### src/rtl/pipe_delay_line.sv
// pipe_delay_line: chain of DEPTH pipeline registers with a run-time latency tap.
// LAT selects the tap (0 = combinational bypass). LAT values above DEPTH are
// clamped to DEPTH and set the sticky lat_err flag.
// A valid bit travels with every data stage. CE advances the chain. flush
// clears the chain but leaves lat_err alone.
// Optional build macro PIPE_INIT_EN: when defined, rst/flush load every data
// stage with INIT; otherwise data stages clear to zero.
module pipe_delay_line #(
  parameter int               WIDTH = 18,
  parameter int               DEPTH = 4,
  parameter logic [WIDTH-1:0] INIT  = {WIDTH{1'b0}},
  localparam int              LAT_W = $clog2(DEPTH + 1)
) (
  input  logic             clk,
  input  logic             rst,
  input  logic             CE,
  input  logic             flush,
  input  logic [LAT_W-1:0] LAT,
  input  logic [WIDTH-1:0] D,
  input  logic             D_vld,
  output logic [WIDTH-1:0] out,
  output logic             out_vld,
  output logic             lat_err
);

  // Index width into the stage array; kept at least 1 bit for DEPTH = 1.
  localparam int IDX_W = (DEPTH > 1) ? $clog2(DEPTH) : 1;
  localparam logic [LAT_W-1:0] DEPTH_L = LAT_W'(DEPTH);

`ifdef PIPE_INIT_EN
  localparam logic [WIDTH-1:0] RST_VAL = INIT;
`else
  // INIT is masked off so the data stages clear to zero in this build.
  localparam logic [WIDTH-1:0] RST_VAL = INIT & {WIDTH{1'b0}};
`endif

  logic [WIDTH-1:0] stage_data_r [DEPTH];
  logic [DEPTH-1:0] stage_vld_r;
  logic             lat_err_r;

  logic             lat_over_s;
  logic [LAT_W-1:0] lat_eff_s;
  logic [IDX_W-1:0] tap_idx_s;
  logic [WIDTH-1:0] out_s;
  logic             out_vld_s;

  // Clamp the requested latency to the physical depth and derive the tap index.
  always_comb begin
    lat_over_s = 1'b0;
    lat_eff_s  = LAT;
    tap_idx_s  = {IDX_W{1'b0}};
    if (LAT > DEPTH_L) begin
      lat_over_s = 1'b1;
      lat_eff_s  = DEPTH_L;
    end else begin
      lat_over_s = 1'b0;
      lat_eff_s  = LAT;
    end
    if (lat_eff_s != {LAT_W{1'b0}}) begin
      tap_idx_s = IDX_W'(lat_eff_s - {{(LAT_W-1){1'b0}}, 1'b1});
    end else begin
      tap_idx_s = {IDX_W{1'b0}};
    end
  end

  // Stage chain: reset beats flush, flush beats CE, otherwise hold.
  always_ff @(posedge clk) begin
    if (rst) begin
      for (int k = 0; k < DEPTH; k++) begin
        stage_data_r[k] <= RST_VAL;
      end
      stage_vld_r <= {DEPTH{1'b0}};
    end else if (flush) begin
      for (int k = 0; k < DEPTH; k++) begin
        stage_data_r[k] <= RST_VAL;
      end
      stage_vld_r <= {DEPTH{1'b0}};
    end else if (CE) begin
      stage_data_r[0] <= D;
      stage_vld_r[0]  <= D_vld;
      for (int k = 1; k < DEPTH; k++) begin
        stage_data_r[k] <= stage_data_r[k-1];
        stage_vld_r[k]  <= stage_vld_r[k-1];
      end
    end else begin
      for (int k = 0; k < DEPTH; k++) begin
        stage_data_r[k] <= stage_data_r[k];
      end
      stage_vld_r <= stage_vld_r;
    end
  end

  // Sticky out-of-range latency flag; only rst clears it.
  always_ff @(posedge clk) begin
    if (rst) begin
      lat_err_r <= 1'b0;
    end else if (lat_over_s) begin
      lat_err_r <= 1'b1;
    end else begin
      lat_err_r <= lat_err_r;
    end
  end

  // Output tap: zero latency bypasses the chain combinationally.
  always_comb begin
    out_s     = D;
    out_vld_s = D_vld;
    if (lat_eff_s == {LAT_W{1'b0}}) begin
      out_s     = D;
      out_vld_s = D_vld;
    end else begin
      out_s     = stage_data_r[tap_idx_s];
      out_vld_s = stage_vld_r[tap_idx_s];
    end
  end

  assign out     = out_s;
  assign out_vld = out_vld_s;
  assign lat_err = lat_err_r;

endmodule

### config.mk
export PLATFORM = sky130hd
export DESIGN_NAME = pipe_delay_line
export DESIGN_NICKNAME = d
export VERILOG_FILES = /design/src/rtl/pipe_delay_line.sv
export SDC_FILE = /design/constraint.sdc
export NUM_CORES = 1
export LEC_CHECK = 0
export BUFFER_PORTS_ARGS = -buffer_cell sky130_fd_sc_hd__buf_2
export CORE_MARGIN = 1.5
export CORE_UTILIZATION = 25
export DETAILED_ROUTE_END_ITERATION = 10
export GPL_TIMING_DRIVEN = 0
export PLACE_DENSITY_LB_ADDON = 0.05
export SLEW_MARGIN = 20
export SYNTH_ARGS = -nofsm -noshare
export SYNTH_HDL_FRONTEND = slang
export SYNTH_SLANG_ARGS = --single-unit
### constraint.sdc
create_clock -name clk -period 2.15 [get_ports clk]
set_clock_uncertainty 0.1 [all_clocks]
set_input_delay 0.1075 -clock clk [delete_from_list [all_inputs] [get_ports clk]]
set_output_delay 0.1075 -clock clk [all_outputs]
set_load 0.05 [all_outputs]
==> results.md, run 1 <==
- Number of I/O pins: 46
- Maximum number of pins on one net before global-route repair: 19
- Routed wire per std cell: 19.5 µm
- Status: completed
- Number of cells produced by synthesis: 272
- Final WL: 10.8 mm
- Number of sinks on the clock net: 77
- Vias per std cell: 4.51
- Iter 0 DRT Violations: 100
- Buffer and inverter count on the worst path: 6
- Number of buffers created by CTS: 9
- Commonest cells after routing, fill and taps aside: sky130_fd_sc_hd__and2_1, sky130_fd_sc_hd__edfxtp_1, sky130_fd_sc_hd__buf_2
- Cell area after technology mapping: 0.00372 mm²
- Post-layout power: 0.00402 W
- Actual slew at the worst max-slew pin: 0.907 ns
- Final number of hold-violating endpoints: 0
- Initial standard-cell utilization of the core: 25.6%
- Peak clock frequency supported by timing: 484 MHz
- Type of the worst min-delay path: in -> reg
- # port buffers: 45
- Leakage power figure: 2.14 nW
- Grt ovf: 0
- Global placer's final weighted congestion: 0.652
- Share of cell area taken by muxes after synthesis: 8.81%
- Worst stage delay on the critical path: 0.27 ns
- Fraction of final layout cells with drive strength greater than 1: 36.8%
- Area enclosed by the die boundary: 0.0156 mm²
- Vias: 2483
- Worst VDD drop: 0.000271 V
- Number of warnings printed during yosys synthesis: 0
- Number of antenna violations at the first check in global routing: 0
- Min Tclk post-route: 2.07 ns
- Start-to-end type of the worst setup path: in -> out
- Highest fanout seen on the critical path: 10
- Half-perimeter wire length after placement: 6.50 mm
- Required time at the endpoint of the critical path: 1.94 ns
- Max Buffers Root-to-Sink: 2
- List of cells traversed by the critical path: buf_6, buf_8, buf_6, nand2b_4, ha_4, clkbuf_16, and2_4, buf_12, a211oi_4, buf_6
- Final critical-path share of the clock period: 96.1%
- Arrival time of data at the critical path endpoint: 1.86 ns
- Residual DRC: 0
- XOR/XNOR share of the synthesized area: 0%
- Slowest stage cell, crit path: sky130_fd_sc_hd__a211oi_4
- Sequential fraction of the synthesis area: 60.8%
- Adder and majority cell fraction of the synthesized area: 0.336%
- Setup-violating endpoint count in the final report: 0
- Combinational family with the most area after synthesis: simple AND/OR/NAND/NOR gates
- Setup total negative slack: 0 ns
- Type of element launching the critical path: input pin
- Max-capacitance violation count: 0
- Die Ht: 125 µm
- Max_slew headroom: 39.5%
- Pins Over Slew Limit: 0
- Synth-to-layout area growth: 45.9%
- Fill cells: 1422
- Critical Path Sink Type: output port
- Total GRT Usage: 14.2%
- Deepest level of the CTS H-tree: 3
- Number of nets at the end of the flow: 389
- Core area: 0.0145 mm²
- Clock-pin slew reported for the worst setup and hold paths after clock tree synthesis: 0.06 ns
- Detailed-routing iteration count for the pre-antenna-repair pass: 4
- Share of the core filled with cells in the final layout: 37.4%
- Global-route wire length before repair: 16.2 mm
- # rows: 44
- Number of global-route vias before repair: 2542
- Post-detailed-route count of antenna-violating nets: 0
- Number of nets in the synthesized netlist: 299
- CTS tree: done
- Syn avg cell area: 13.7 µm²
- Family of cells with the greatest summed delay on the critical path: buffers and inverters
- Horiz. Die Dim: 125 µm
- Synth cell types: 28
- N_diodes: 0
- Clock latency at the later pin of the worst-skew pair: 0.34 ns
- RSZ-0062 raised after global routing: false
- Most common cell on crit path: sky130_fd_sc_hd__buf_6
- Synth Area in Compound Gates: 7.60%
- Root Driver: sky130_fd_sc_hd__clkbuf_16
- Post-synthesis register bit count: 77
- Total power per unit cell area: 739 mW/mm²
- Basic-gate share of the synthesized area counting and, or, nand and nor cells: 18.4%
## area by class of cell
type | instances | area (µm²) | area share, %
buffer | 19 | 196 | 3.62
clock buffer | 12 | 236 | 4.35
clock inverter | 4 | 15.0 | 0.276
inverter | 6 | 30.0 | 0.553
multi-input combinational | 167 | 1770 | 32.6
sequential | 77 | 2260 | 41.6
tap | 184 | 230 | 4.24
timing repair buffer | 82 | 689 | 12.7
## synthesized netlist by cell type (all sizes together)
library cell	instances	area (µm²)
o21ba	1	10.0
and2b	1	7.51
nor3b	1	7.51
a211oi	14	105
a22o	4	35.0
ha	1	12.5
nor2b	1	13.8
mux2	5	75.1
and3b	14	129
nand2b	2	12.5
nor3	1	5.00
nor2	14	52.6
edfxtp	72	2160
a2111oi	14	123
o21ai	1	5.00
a21oi	1	5.00
mux4	5	113
inv	6	27.5
buf	9	76.3
dfxtp	5	100
and2	73	457
clkbuf	13	48.8
mux2i	14	140
## what timing repair did
action                                 in CTS  in global routing
hold buffers                               20                  0
gates cloned                                2                  1
endpoints found under the hold margin      20                  0
resized for setup                          89                  8
setup buffers                              10                  4
pin swaps                                  19                  6
setup endpoints to repair                  19                 14
## cells by family (layout without fill, tap and decap cells)
| family | after synthesis | in the layout |
|---|---|---|
| compound gates | 35 | 35 |
| fa+ha+maj | 1 | 1 |
| buf+inv | 28 | 123 |
| flops | 77 | 77 |
| mux | 24 | 24 |
| simple gates | 107 | 107 |
## power breakdown
group          total, W  switching (W)  internal, W
logic          0.000924       0.000526     0.000399
registers       0.00174      0.0000335      0.00171
clock network   0.00135       0.000584     0.000767
total           0.00402        0.00114      0.00287
## worst paths after layout
path / cells past startpoint / slack (ns) / start / to
setup / recovery: 10 / 0.08 / LAT[2] / out[13]
hold / removal: 3 / 0.06 / LAT[1] / lat_err
setup reg to reg: 1 / 1.23 / stage_data_r[0][5] / stage_data_r[1][5]
hold reg to reg: 2 / 0.35 / lat_err / lat_err
## stage by stage
stage               hold slack (ns)  std cells  instance area [µm²]  setup slack, ns
global placement              0.199        501                 4410            -1.02
detailed placement            0.209        501                 4410           -0.923
finish                       0.0555        551                 5430           0.0829
floorplan                    0.0766        272                 3950          -0.0522
CTS                          0.0408        547                 5370          -0.0219
global route                 0.0682        551                 5430           0.0372
## sequential cells by signal, indices dropped and copies added, names as in the netlist
signal	cells
lat_err	1
stage_data_r	72
stage_vld_r	4
## layer usage
metal	up-vias	global-route usage (%)	share of wire (%)
met3	13	2.48	2.9
met1	1243	19.6	48
met5	-	0	0
met4	0	5.68	1.8
met2	52	22.3	47
li1	1175	-	-
Note: power is estimated with default switching activity, not from simulation.
==> inputs of run 2 (changes only) <==
==> constraint.sdc (replaced) <==
create_clock -name clk -period 2.15 [get_ports clk]
set_clock_uncertainty 0.1 [all_clocks]
set_input_delay 0.215 -clock clk [delete_from_list [all_inputs] [get_ports clk]]
set_output_delay 0.215 -clock clk [all_outputs]
set_load 0.05 [all_outputs]
==> results.md, run 2 (synthesized netlist as in run 1, its figures left out) <==
- Status: finished, violations left
- Failing checks: setup timing
- Final number of hold-violating endpoints: 0
- Worst setup slack for register-to-register paths: 1.21 ns
- Number of global-route vias before repair: 2680
- Maximum number of pins on one net before global-route repair: 19
- Commonest cells after routing, fill and taps aside: sky130_fd_sc_hd__and2_1, sky130_fd_sc_hd__edfxtp_1, sky130_fd_sc_hd__buf_6
- Max Buffers Root-to-Sink: 2
- Min Tclk post-route: 2.25 ns
- Setup-violating endpoint count in the final report: 18
- # port buffers: 45
- Number of antenna violations at the first check in global routing: 0
- Area of all sequential standard cells: 0.00226 mm²
- Area enclosed by the die boundary: 0.0156 mm²
- Start-to-end type of the worst setup path: in -> out
- Horiz. Die Dim: 125 µm
- Area taken by multi-input logic gates: 0.00182 mm²
- Iter 0 DRT Violations: 135
- FF-to-FF Start: stage_data_r[0][5]
- Number of nets at the end of the flow: 380
- Critical hold path startpoint: D_vld
- Worst hold path endpoint: stage_vld_r[0]
- Core area: 0.0145 mm²
- Worst R2R End: stage_data_r[1][5]
- Number of I/O pins: 46
- Half-perimeter wire length after placement: 6.54 mm
- CTS tree: done
- Leakage power figure: 2.13 nW
- Worst Hold Margin: 0.0185 ns
- Vias: 2473
- Critical Path Sink Type: output port
- Worst VDD drop: 0.000351 V
- Global-route wire length before repair: 16.7 mm
- Deepest level of the CTS H-tree: 3
- Highest fanout seen on the critical path: 6
- Type of element launching the critical path: input pin
- Total GRT Usage: 14.7%
- N_diodes: 0
- Detailed-routing iteration count for the pre-antenna-repair pass: 4
- Required time at the endpoint of the critical path: 1.84 ns
- Clock latency at the later pin of the worst-skew pair: 0.33 ns
- Peak clock frequency supported by timing: 444 MHz
- Fill cells: 1439
- Max FFs per register: 72
- Final setup margin: -0.104 ns
- Top register by number of flip-flops: stage_data_r
- Post-detailed-route count of antenna-violating nets: 0
- # rows: 44
- Number of buffers created by CTS: 9
- Grt ovf: 0
- Hold Path Stages: 2
- Number of cells traversed by the worst register-to-register path: 1
- Type of the worst min-delay path: in -> reg
- Initial standard-cell utilization of the core: 25.6%
- Routed wire per std cell: 20.2 µm
- Post-layout power: 0.00405 W
- Actual slew at the worst max-slew pin: 0.940 ns
- Root Driver: sky130_fd_sc_hd__clkbuf_16
- Final WL: 10.9 mm
- Die Ht: 125 µm
- Global placer's final weighted congestion: 0.664
- RSZ-0062 raised after global routing: true
- Final critical-path share of the clock period: 105%
- Max-capacitance violation count: 0
- Max_slew headroom: 36.8%
- Number of sinks on the clock net: 77
- Total power per unit cell area: 744 mW/mm²
- Setup slack after placement: -1.04 ns
- Vias per std cell: 4.56
- Synth-to-layout area growth: 46.1%
- Arrival time of data at the critical path endpoint: 1.94 ns
- Fraction of final layout cells with drive strength greater than 1: 42.5%
- Clock-pin slew reported for the worst setup and hold paths after clock tree synthesis: 0.06 ns
- Residual DRC: 0
- Pins Over Slew Limit: 0
run 2: per-stage QoR:
| stage | instance area [µm²] | util (%) | std cells | TNS (ns) |
|---|---|---|---|---|
| 2_1_floorplan | 3990 | - | 272 | -2.86 |
| 3_3_place_gp | 4440 | 30.6 | 501 | -30.04 |
| 3_5_place_dp | 4440 | 30.6 | 501 | -26.55 |
| 4_1_cts | 5290 | 36.4 | 530 | -2.87 |
| 5_1_grt | 5440 | 37.4 | 542 | -2.05 |
| 6_report | 5440 | 37.4 | 542 | -0.809 |
run 2: how the worst max path moves through the flow:
stage,startpoint,end,slack (ns),cells past startpoint
2_1_floorplan,LAT[2],out[0],-0.24,11
3_3_place_gp,LAT[2],out[4],-1.06,10
3_5_place_dp,LAT[2],out[4],-1.04,10
4_1_cts,LAT[2],out[5],-0.20,12
5_1_grt,LAT[2],out[3],-0.14,10
6_report,LAT[2],out[3],-0.10,10
run 2: power by group:
group          internal [W]  switching [W]  total, W
Sequential          0.00171      0.0000372   0.00174
Combinational      0.000423       0.000534  0.000957
Clock              0.000774       0.000573   0.00135
run 2: layout make-up:
type	count	share of cell area, %
inverters	6	0.552
clock buffers	13	4.42
flip-flops and latches	77	41.6
repair buffers	73	11.7
clock inverters	3	0.230
well taps	184	4.23
multi-input cells	167	33.4
plain buffers	19	3.82
run 2: per-layer routing:
metal	track usage [%]	wire length, µm	vias to the layer above	part of all wire, %
li1	-	-	1164	-
met1	19.2	5180	1268	47
met2	24.5	5390	31	49
met3	2.23	209	10	1.9
met4	5.61	166	0	1.5
met5	0	0	-	0
run 2: timing repair:
action	in CTS	in global routing
hold buffers	1	0
endpoints found under the hold margin	1	0
pin swaps	21	6
resized for setup	100	12
cloned	3	1
buffers inserted	11	12
endpoints found under the setup margin	19	38
run 2: critical path, cell delays in order:
cell and delay [ns]:
sky130_fd_sc_hd__buf_6 0.10, sky130_fd_sc_hd__buf_8 0.12, sky130_fd_sc_hd__buf_8 0.12, sky130_fd_sc_hd__nand2b_4 0.14
sky130_fd_sc_hd__ha_4 0.26, sky130_fd_sc_hd__clkbuf_16 0.16, sky130_fd_sc_hd__and2_4 0.20, sky130_fd_sc_hd__buf_16 0.17
sky130_fd_sc_hd__a211oi_4 0.26, sky130_fd_sc_hd__buf_6 0.19
==> inputs of run 3 (changes only) <==
--- a/config.mk
+++ b/config.mk
@@ -7,7 +7,7 @@
 export LEC_CHECK = 0
 export BUFFER_PORTS_ARGS = -buffer_cell sky130_fd_sc_hd__buf_2
 export CORE_MARGIN = 1.5
-export CORE_UTILIZATION = 25
+export CORE_UTILIZATION = 45
 export DETAILED_ROUTE_END_ITERATION = 10
 export GPL_TIMING_DRIVEN = 0
 export PLACE_DENSITY_LB_ADDON = 0.05
==> results.md, run 3 (synthesized netlist as in run 1, its figures left out) <==
- Status: finished, violations left
- Failing checks: setup timing
- Number of I/O pins: 46
- Most common cell on crit path: sky130_fd_sc_hd__buf_8
- N_diodes: 0
- Iter 0 DRT Violations: 85
- Critical Path Sink Type: output port
- Final critical-path share of the clock period: 106%
- # rows: 32
- Required time at the endpoint of the critical path: 1.84 ns
- Placed Area: 0.00434 mm²
- Die Ht: 94.0 µm
- Area taken by multi-input logic gates: 0.00179 mm²
- Number of antenna violations at the first check in global routing: 0
- Clock latency at the later pin of the worst-skew pair: 0.35 ns
- Horiz. Die Dim: 94.0 µm
- Type of element launching the critical path: input pin
- Commonest cells after routing, fill and taps aside: sky130_fd_sc_hd__and2_1, sky130_fd_sc_hd__edfxtp_1, sky130_fd_sc_hd__buf_2
- Max FFs per register: 72
- Peak clock frequency supported by timing: 437 MHz
- Global placer's final weighted congestion: 0.714
- Family of cells with the greatest summed delay on the critical path: buffers and inverters
- Area enclosed by the die boundary: 0.00883 mm²
- Residual DRC: 0
- Half-perimeter wire length after placement: 5.50 mm
- Worst Hold Margin: 0.00353 ns
- Detailed-routing iteration count for the pre-antenna-repair pass: 4
- Combinational power share: 24.2%
- Top register by number of flip-flops: stage_data_r
- Clock-pin slew reported for the worst setup and hold paths after clock tree synthesis: 0.08 ns
- Actual slew at the worst max-slew pin: 0.908 ns
- Worst VDD drop: 0.000358 V
- Number of global-route vias before repair: 2650
- Fill cells: 577
- Total GRT Usage: 23.9%
- CTS tree: done
- Routed wire per std cell: 21.1 µm
- Max-capacitance violation count: 0
- Number of sinks on the clock net: 77
- Deepest level of the CTS H-tree: 3
- Maximum number of pins on one net before global-route repair: 19
- Vias: 2528
- Leakage power figure: 2.12 nW
- Buffer and inverter count on the worst path: 7
- Arrival time of data at the critical path endpoint: 1.97 ns
- Vias per std cell: 5.52
- Min Tclk post-route: 2.29 ns
- Final number of hold-violating endpoints: 0
- Area of all sequential standard cells: 0.00226 mm²
- Fraction of final layout cells with drive strength greater than 1: 42.1%
- Setup-violating endpoint count in the final report: 19
- Final WL: 9.66 mm
- Root Driver: sky130_fd_sc_hd__clkbuf_8
- Max_slew headroom: 39.4%
- Global-route wire length before repair: 14.9 mm
- Start-to-end type of the worst setup path: in -> out
- Switching power summed over all nets: 0.00112 W
- Initial standard-cell utilization of the core: 47.4%
- Total power per unit cell area: 739 mW/mm²
- Post-detailed-route count of antenna-violating nets: 0
- Finished Cell Area: 0.00528 mm²
- Core area: 0.00785 mm²
- Max Buffers Root-to-Sink: 2
- Pins Over Slew Limit: 0
- Post-layout power: 0.00390 W
- RSZ-0062 raised after global routing: true
- Synth-to-layout area growth: 41.7%
- Grt ovf: 0
- Final setup margin: -0.139 ns
- Internal power: 0.00278 W
- Worst stage delay on the critical path: 0.32 ns
- Number of buffers created by CTS: 9
- # port buffers: 45
- Highest fanout seen on the critical path: 6
- Switching Share: 28.7%
- List of cells traversed by the critical path: buf_6, buf_8, nor2b_4, buf_8, inv_12, ha_4, clkbuf_16, buf_12, mux4_2, mux2_4, buf_8
- Number of nets at the end of the flow: 378
- Clock Power Share: 31.2%
- Type of the worst min-delay path: in -> reg
- Flop pwr share: 44.6%
- Share of the core filled with cells in the final layout: 67.2%
- Slowest stage cell, crit path: sky130_fd_sc_hd__mux4_2
-- run 3: layer usage --
| metal | GRT usage (%) | up-vias | wire [µm] |
|---|---|---|---|
| li1 | - | 1149 | - |
| met1 | 33.4 | 1297 | 4320 |
| met2 | 37.8 | 66 | 4850 |
| met3 | 4.69 | 16 | 343 |
| met4 | 7.34 | 0 | 152 |
| met5 | 0 | - | 0 |
-- run 3: per-stage QoR --
stage	std cells	TNS (ns)	worst slack (ns)
floorplan	272	-2.86	-0.243
global placement	419	-12.06	-0.854
detailed placement	419	-11.49	-0.823
CTS	447	-3.98	-0.247
global route	458	-1.88	-0.184
finish	458	-1.03	-0.139
-- run 3: area by class of cell --
type,count,share of cell area (%)
clock inverter,6,1.64
tap,102,2.42
buffer,19,3.94
multi-input combinational,167,34.0
sequential,77,42.9
timing repair buffer,71,12.1
inverter,6,0.664
clock buffer,10,2.42
-- run 3: worst paths after layout --
check                                   startpoint            endpoint  slack (ns)  cells after the start
worst max-delay path                        LAT[2]             out[10]       -0.14                     11
worst min-delay path                         D_vld      stage_vld_r[0]       0.004                      2
worst max register to register  stage_data_r[2][0]  stage_data_r[3][0]        1.22                      1
worst min register to register             lat_err             lat_err        0.35                      2
-- run 3: power by group through the flow --
| stage | Clock [W] | Sequential (W) | Combinational [W] |
|---|---|---|---|
| 3_5_place_dp | 0 | 0.00176 | 0.000686 |
| 4_1_cts | 0.00122 | 0.00174 | 0.000913 |
| 2_1_floorplan | 0 | 0.00176 | 0.000527 |
| 6_report | 0.00122 | 0.00174 | 0.000945 |
| 3_3_place_gp | 0 | 0.00176 | 0.000684 |
| 5_1_grt | 0.00130 | 0.00175 | 0.000989 |
-- run 3: repair_timing --
item	4_1_cts	5_1_grt
setup endpoints to repair	19	19
setup buffers	9	13
gates cloned	3	0
hold buffers	1	0
pin swaps	18	13
gates resized for setup	99	15
endpoints found under the hold margin	1	0
